===== src/rtl/qspi_flash_read_engine_if.sv =====
// Fabric-side request/read-stream bundle for qspi_flash_read_engine.
// The fabric drives through the master modport; the engine uses the slave modport.
interface qspi_flash_read_engine_if;
  logic        req;
  logic [31:0] req_addr;
  logic [15:0] req_len;
  logic        busy;
  logic        done;
  logic        rd_valid;
  logic [7:0]  rd_data;
  logic        rd_last;

  modport master (
    output req, req_addr, req_len,
    input  busy, done, rd_valid, rd_data, rd_last
  );

  modport slave (
    input  req, req_addr, req_len,
    output busy, done, rd_valid, rd_data, rd_last
  );
endinterface


===== src/rtl/qspi_flash_read_engine.sv =====
// Quad-output fast-read sequencer: CS, opcode, address, dummy, then N quad data bytes.
// Optional macro QSPI_FLASH_4BYTE_ADDR_EN selects opcode 8'h6C with a 4-byte address.
module qspi_flash_read_engine #(
  parameter int unsigned CS_SETUP_CYCLES = 4,
  parameter int unsigned CS_HOLD_CYCLES  = 4,
  parameter logic [7:0]  READ_OPCODE     = 8'h6B
) (
  input  logic                      clk,
  input  logic                      rst_n,
  qspi_flash_read_engine_if.slave   host,
  output logic                      qspi_cs_n_o,
  output logic                      shift_en_o,
  output logic                      quad_shift_en_o,
  output logic                      auto_restart_o,
  output logic [7:0]                tx_data_o,
  input  logic                      shift_done_i,
  input  logic [7:0]                rx_data_i
);

  localparam logic [2:0] ST_IDLE     = 3'd0;
  localparam logic [2:0] ST_CS_SETUP = 3'd1;
  localparam logic [2:0] ST_OPCODE   = 3'd2;
  localparam logic [2:0] ST_ADDR     = 3'd3;
  localparam logic [2:0] ST_DUMMY    = 3'd4;
  localparam logic [2:0] ST_DATA     = 3'd5;
  localparam logic [2:0] ST_CS_HOLD  = 3'd6;
  localparam logic [2:0] ST_CS_HIGH  = 3'd7;

  localparam int unsigned CNT_MAX = (CS_SETUP_CYCLES > CS_HOLD_CYCLES) ? CS_SETUP_CYCLES
                                                                        : CS_HOLD_CYCLES;
  localparam int unsigned CNT_W   = $clog2(CNT_MAX + 1);
  localparam logic [CNT_W-1:0] SETUP_LOAD = CNT_W'(CS_SETUP_CYCLES - 1);
  localparam logic [CNT_W-1:0] HOLD_LOAD  = CNT_W'(CS_HOLD_CYCLES - 1);

  logic [7:0]  opcode_byte;
  logic [1:0]  last_addr_idx;
  logic [31:0] addr_load;

`ifdef QSPI_FLASH_4BYTE_ADDR_EN
  assign opcode_byte   = 8'h6C;
  assign last_addr_idx = 2'd3;
  assign addr_load     = host.req_addr;
`else
  logic unused_addr_hi;
  assign opcode_byte    = READ_OPCODE;
  assign last_addr_idx  = 2'd2;
  // Left-align the 3-byte address so bits [31:24] always hold the next byte to send.
  assign addr_load      = {host.req_addr[23:0], 8'h00};
  assign unused_addr_hi = ^host.req_addr[31:24];
`endif

  logic [2:0]       state_q, state_d;
  logic [CNT_W-1:0] cnt_q, cnt_d;
  logic [1:0]       idx_q, idx_d;
  logic [31:0]      addr_q, addr_d;
  logic [15:0]      len_q, len_d;
  logic [15:0]      rem_q, rem_d;
  logic [7:0]       tx_q, tx_d;
  logic             cs_n_q, cs_n_d;
  logic             busy_q, busy_d;
  logic             shift_en_q, shift_en_d;
  logic             quad_q, quad_d;
  logic             done_q, done_d;
  logic             rd_valid_q, rd_valid_d;
  logic [7:0]       rd_data_q, rd_data_d;
  logic             rd_last_q, rd_last_d;

  always_comb begin
    state_d    = state_q;
    cnt_d      = cnt_q;
    idx_d      = idx_q;
    addr_d     = addr_q;
    len_d      = len_q;
    rem_d      = rem_q;
    tx_d       = tx_q;
    cs_n_d     = cs_n_q;
    busy_d     = busy_q;
    shift_en_d = 1'b0;
    quad_d     = 1'b0;
    done_d     = 1'b0;
    rd_valid_d = 1'b0;
    rd_data_d  = rd_data_q;
    rd_last_d  = 1'b0;

    case (state_q)
      ST_IDLE: begin
        if (host.req) begin
          if (host.req_len == 16'd0) begin
            done_d = 1'b1;
          end else begin
            addr_d  = addr_load;
            len_d   = host.req_len;
            busy_d  = 1'b1;
            cs_n_d  = 1'b0;
            cnt_d   = SETUP_LOAD;
            state_d = ST_CS_SETUP;
          end
        end
      end
      ST_CS_SETUP: begin
        if (cnt_q == '0) begin
          shift_en_d = 1'b1;
          tx_d       = opcode_byte;
          state_d    = ST_OPCODE;
        end else begin
          cnt_d = cnt_q - 1'b1;
        end
      end
      ST_OPCODE: begin
        if (shift_done_i) begin
          shift_en_d = 1'b1;
          tx_d       = addr_q[31:24];
          addr_d     = {addr_q[23:0], 8'h00};
          idx_d      = '0;
          state_d    = ST_ADDR;
        end
      end
      ST_ADDR: begin
        if (shift_done_i) begin
          shift_en_d = 1'b1;
          if (idx_q == last_addr_idx) begin
            tx_d    = 8'h00;
            state_d = ST_DUMMY;
          end else begin
            tx_d   = addr_q[31:24];
            addr_d = {addr_q[23:0], 8'h00};
            idx_d  = idx_q + 2'd1;
          end
        end
      end
      ST_DUMMY: begin
        if (shift_done_i) begin
          quad_d  = 1'b1;
          rem_d   = len_q;
          state_d = ST_DATA;
        end
      end
      ST_DATA: begin
        if (shift_done_i) begin
          rd_valid_d = 1'b1;
          rd_data_d  = rx_data_i;
          rd_last_d  = (rem_q == 16'd1);
          rem_d      = rem_q - 16'd1;
          if (rem_q == 16'd1) begin
            cnt_d   = HOLD_LOAD;
            state_d = ST_CS_HOLD;
          end
        end
      end
      ST_CS_HOLD: begin
        if (cnt_q == '0) begin
          cs_n_d  = 1'b1;
          cnt_d   = HOLD_LOAD;
          state_d = ST_CS_HIGH;
        end else begin
          cnt_d = cnt_q - 1'b1;
        end
      end
      ST_CS_HIGH: begin
        if (cnt_q == '0) begin
          done_d  = 1'b1;
          busy_d  = 1'b0;
          state_d = ST_IDLE;
        end else begin
          cnt_d = cnt_q - 1'b1;
        end
      end
      default: state_d = ST_IDLE;
    endcase
  end

  always_ff @(posedge clk or negedge rst_n) begin
    if (!rst_n) begin
      state_q    <= ST_IDLE;
      cnt_q      <= '0;
      idx_q      <= '0;
      addr_q     <= '0;
      len_q      <= '0;
      rem_q      <= '0;
      tx_q       <= '0;
      cs_n_q     <= 1'b1;
      busy_q     <= 1'b0;
      shift_en_q <= 1'b0;
      quad_q     <= 1'b0;
      done_q     <= 1'b0;
      rd_valid_q <= 1'b0;
      rd_data_q  <= '0;
      rd_last_q  <= 1'b0;
    end else begin
      state_q    <= state_d;
      cnt_q      <= cnt_d;
      idx_q      <= idx_d;
      addr_q     <= addr_d;
      len_q      <= len_d;
      rem_q      <= rem_d;
      tx_q       <= tx_d;
      cs_n_q     <= cs_n_d;
      busy_q     <= busy_d;
      shift_en_q <= shift_en_d;
      quad_q     <= quad_d;
      done_q     <= done_d;
      rd_valid_q <= rd_valid_d;
      rd_data_q  <= rd_data_d;
      rd_last_q  <= rd_last_d;
    end
  end

  // Low on the final byte so the transceiver stops chaining after it.
  assign auto_restart_o  = (state_q == ST_DATA) && (rem_q > 16'd1);
  assign qspi_cs_n_o     = cs_n_q;
  assign shift_en_o      = shift_en_q;
  assign quad_shift_en_o = quad_q;
  assign tx_data_o       = tx_q;
  assign host.busy       = busy_q;
  assign host.done       = done_q;
  assign host.rd_valid   = rd_valid_q;
  assign host.rd_data    = rd_data_q;
  assign host.rd_last    = rd_last_q;

endmodule

===== src/flat_wrapper.sv =====
// flat-port wrapper written by rule: the top's interface ports become plain ports
module qspi_flash_read_engine_flat 
#(
  parameter int unsigned CS_SETUP_CYCLES = 4,
  parameter int unsigned CS_HOLD_CYCLES  = 4,
  parameter logic [7:0]  READ_OPCODE     = 8'h6B
)
  (clk, rst_n, qspi_cs_n_o, shift_en_o, quad_shift_en_o, auto_restart_o, tx_data_o, shift_done_i, rx_data_i, host_req, host_req_addr, host_req_len, host_busy, host_done, host_rd_valid, host_rd_data, host_rd_last);
  qspi_flash_read_engine_if host_i ();
  input  logic clk;
  input  logic rst_n;
  output logic qspi_cs_n_o;
  output logic shift_en_o;
  output logic quad_shift_en_o;
  output logic auto_restart_o;
  output logic [7:0] tx_data_o;
  input  logic shift_done_i;
  input  logic [7:0] rx_data_i;
  input wire logic [$bits(host_i.req)-1:0] host_req;
  input wire logic [$bits(host_i.req_addr)-1:0] host_req_addr;
  input wire logic [$bits(host_i.req_len)-1:0] host_req_len;
  output wire logic [$bits(host_i.busy)-1:0] host_busy;
  output wire logic [$bits(host_i.done)-1:0] host_done;
  output wire logic [$bits(host_i.rd_valid)-1:0] host_rd_valid;
  output wire logic [$bits(host_i.rd_data)-1:0] host_rd_data;
  output wire logic [$bits(host_i.rd_last)-1:0] host_rd_last;
  assign host_i.req = host_req;
  assign host_i.req_addr = host_req_addr;
  assign host_i.req_len = host_req_len;
  assign host_busy = host_i.busy;
  assign host_done = host_i.done;
  assign host_rd_valid = host_i.rd_valid;
  assign host_rd_data = host_i.rd_data;
  assign host_rd_last = host_i.rd_last;
  qspi_flash_read_engine #(.CS_SETUP_CYCLES(CS_SETUP_CYCLES), .CS_HOLD_CYCLES(CS_HOLD_CYCLES), .READ_OPCODE(READ_OPCODE)) u_core (.clk(clk), .rst_n(rst_n), .host(host_i), .qspi_cs_n_o(qspi_cs_n_o), .shift_en_o(shift_en_o), .quad_shift_en_o(quad_shift_en_o), .auto_restart_o(auto_restart_o), .tx_data_o(tx_data_o), .shift_done_i(shift_done_i), .rx_data_i(rx_data_i));
endmodule

===== config.mk =====
export PLATFORM = sky130hd
export DESIGN_NAME = qspi_flash_read_engine_flat
export DESIGN_NICKNAME = d
export VERILOG_FILES = /design/src/rtl/qspi_flash_read_engine_if.sv /design/src/rtl/qspi_flash_read_engine.sv /design/src/flat_wrapper.sv
export SDC_FILE = /design/constraint.sdc
export NUM_CORES = 1
export LEC_CHECK = 0
export ABC_AREA = 1
export BUFFER_PORTS_ARGS = -buffer_cell sky130_fd_sc_hd__buf_4
export CORE_UTILIZATION = 45
export DETAILED_ROUTE_END_ITERATION = 10
export GPL_TIMING_DRIVEN = 0
export HOLD_SLACK_MARGIN = 0.02
export PLACE_DENSITY = 0.7
export SYNTH_ARGS = -nofsm -noshare
export SYNTH_HDL_FRONTEND = slang
export SYNTH_SLANG_ARGS = --single-unit

===== constraint.sdc =====
create_clock -name clk -period 1.78 [get_ports clk]
set_input_delay 0.178 -clock clk [delete_from_list [all_inputs] [get_ports clk]]
set_output_delay 0.178 -clock clk [all_outputs]
set_load 0.1 [all_outputs]

==> metrics.cfg <==
[synthesis]
synth_top_family_by_area=simple AND/OR/NAND/NOR gates
avgSynthCellArea_sq_um=7.965
ys_seq_elements=87
synth_cells=560
muxShareOfSynthArea_pct=3.590
synth_compound_area_share_pct=12.62
seq_area_frac_synth_pct=48.84
synth_area_sq_um=4461
synth.distinct_cells=31
synthAdderAreaFrac_pct=2.525
synth_warnings=0
syn_nets=629
synth-xor-area-share_pct=0.9818
synth_simple_gate_area_share_pct=24.74

[setup_path]
reg2reg_from=u_core.state_q[1]
path_class=reg2out
path_buf_inv=2
cp.required_ns=1.60
cp_top_family=flip-flops
cp_slowest_stage_delay_ns=0.40
cp-end-kind=output pin
cpMaxStageDelayCell=dfrtp_1
worstPathMaxFanout=4
crit_start=u_core.rem_q[1]
worstPathArrival_ns=1.73
start_kind=register
worstPathCellList=inv_2 -> ha_4 -> nand2_4 -> nor2_4 -> nand3_2 -> o211a_4 -> buf_12

[timing]
min_period_ns=1.910
grt_setup_unrepaired=yes
setup_viol=8
drv_slew=0
fmax_ghz=0.5236
setup_ws_ns=-0.1299
skew_ns=0.01486
relSlewSlack_pct=27.02
timing_hold_violations_final=0
timing.final.crit_share_pct=107.3
worst_slew_pin_slew_ns=1.095

[routing]
vias_per_cell=5.095
wl_per_cell_um=13.92
drc=0
routed_wl_um=11370
num_vias=4163
dr.pass1.iters=4
antenna_left=0
drt_iter0_drc=180

[global_routing]
antenna_found_initial=0
grt_pass1_wl_um=18260
groute.usage.overall_pct=22.69
grt-ovfl-total=0
globalRouteMet1Util_pct=28.22
use_met2_pct=39.86
met3_usage_pct=3.382
top_usage_layer=met2
grt_max_degree=88
grt_pass1_vias=4021

[floorplanning]
start_util_pct=47.38
rows=35
core_area_sq_um=9415
die_width_um=101.6
io_pins=84
die-area_sq_um=10310
die_y_um=101.6

[finish]
n_fill_cell=774
mostFrequentLayoutCells=nand2_1, buf_4, dfrtp_1, o21ai_0, inv_1
multi_input_area_sq_um=2266
post-route-util_pct=64.97
final_common_cell=nand2_1
area_growth_pct=37.14
n_antenna_cell=0
drive_above_1_share_pct=31.83
final_nets=752
seqCellArea_sq_um=2182
post-route-cell-area_sq_um=6117

[placement]
place_area_sq_um=5192
place.gp.congestion=0.9165
dp_hpwl_um=7499
port_buffers=75

[clock_tree]
clk_path_buf_depth=2
cts_root_buf=clkbuf_8
clk_pin_slew_worst_paths_ns=0.09
htree_levels=3
clkSinkCount=87
cts_made_buffers=9
clk_latency_ns=0.37
cts_tree=built

[pwr]
max-vdd-ir-drop_mv=1.107
power_density_nw_per_um2=2080
p_leak_nw=3.095

[status]
violations=setup timing
status=finished, violations left

[worst_hold_path]
hold_path_class=in2async

[flow_run]
max_cap_viol_count=0

-- kinds of logic after synthesis --
kind of cell	after synthesis
AOI/OAI and AO/OA	99
xor gates and xnor gates	5
adders and majority gates	9
buffers and inverters	71
DFF	87
muxes	16
and+or+nand+nor	273
-- synthesized netlist by cell type --
| library cell | n | area [sq um] |
|---|---|---|
| a21oi_1 | 8 | 40.04 |
| a21oi_2 | 2 | 17.52 |
| buf_1 | 1 | 3.750 |
| buf_2 | 5 | 25.02 |
| buf_6 | 3 | 33.78 |
| clkbuf_1 | 6 | 22.52 |
| clkbuf_2 | 1 | 5.000 |
| clkinv_1 | 1 | 3.750 |
| dfrtp_1 | 86 | 2152 |
| dfstp_2 | 1 | 26.28 |
| ha_1 | 9 | 112.6 |
| inv_1 | 52 | 195.2 |
| inv_2 | 1 | 3.750 |
| inv_4 | 1 | 6.260 |
| mux2i_1 | 16 | 160.2 |
| nand2_1 | 185 | 694.4 |
| nand2_2 | 10 | 62.56 |
| nand3_1 | 22 | 110.1 |
| nand3b_1 | 1 | 7.510 |
| nand4_1 | 8 | 50.05 |
| nor2_1 | 45 | 168.9 |
| nor3_1 | 2 | 10.01 |
| o211a_1 | 1 | 10.01 |
| o211ai_1 | 2 | 15.01 |
| o21ai_0 | 59 | 295.3 |
| o21ai_1 | 15 | 75.07 |
| o21ai_2 | 10 | 87.58 |
| o21ai_4 | 1 | 16.27 |
| o22ai_1 | 1 | 6.260 |
| xnor2_1 | 1 | 8.760 |
| xor2_1 | 4 | 35.03 |
-- flip-flops by register name, summed over array words and instances, names as in the netlist --
register	count
u_core.addr_q	24
u_core.cnt_q	3
u_core.host.busy	1
u_core.host.done	1
u_core.host.rd_data	8
u_core.host.rd_last	1
u_core.host.rd_valid	1
u_core.idx_q	2
u_core.len_q	16
u_core.qspi_cs_n_o	1
u_core.quad_shift_en_o	1
u_core.rem_q	16
u_core.shift_en_o	1
u_core.state_q	3
u_core.tx_data_o	8
-- routing by layer --
metal | wire [um] | up-vias
met5 | 0 | -
met1 | 4718 | 1995
met3 | 380 | 22
li1 | - | 2044
met4 | 257 | 0
met2 | 6014 | 102
-- through the flow --
step | instances | setup slack (ns) | TNS (ns) | hold WS (ns) | total power [mW]
global route | 817 | -0.2209 | -2.791 | 0.04512 | 13.62
floorplan | 560 | 0.005945 | 0 | -0.1176 | 8.111
detailed placement | 764 | -0.4255 | -11.85 | 0.3773 | 9.494
CTS | 806 | -0.1230 | -0.1230 | 0.02987 | 11.67
global placement | 764 | -0.3754 | -8.916 | 0.3738 | 9.342
finish | 817 | -0.1299 | -0.1909 | 0.002333 | 12.72
-- report_power, final --
part / switching [mW] / internal, mW
sequential: 0.676 / 2.90
combinational: 4.84 / 2.84
clock: 0.791 / 0.681
total: 6.30 / 6.42
-- worst reg2reg max path: cells and delay by family (launching register included) --
family,cells,cell delay (ns)
flops,1,0.41
compound gates,3,0.43
buf+inv,3,0.47
simple gates,3,0.22
fa+ha+maj,1,0.17
-- final timing paths --
path | cells past startpoint | endpoint | slack (ns)
max | 7 | auto_restart_o | -0.13
min | 1 | u_core.len_q[15] | 0.002
max reg2reg | 10 | u_core.addr_q[26] | -0.02
min reg2reg | 2 | u_core.cnt_q[1] | 0.48
max in group asynchronous | 1 | u_core.state_q[0] | 1.00
min in group clk | 3 | u_core.len_q[3] | 0.04
-- timing repair --
item	4_1_cts	5_1_grt
endpoints found under the setup margin	70	67
pin swaps	4	3
cloned	0	2
hold buffers	10	0
buffers inserted	16	9
gates resized for setup	50	81
endpoints found under the hold margin	10	0
-- cell type report --
cell class | instances | share of cell area [%]
Inverter | 55 | 3.539
Tap cell | 129 | 2.639
Clock inverter | 7 | 1.411
Multi-Input combinational cell | 402 | 37.04
Sequential cell | 87 | 35.67
Timing Repair Buffer | 112 | 15.32
Clock buffer | 9 | 2.025
Buffer | 16 | 2.352
Power figures use the tool's default switching activity.
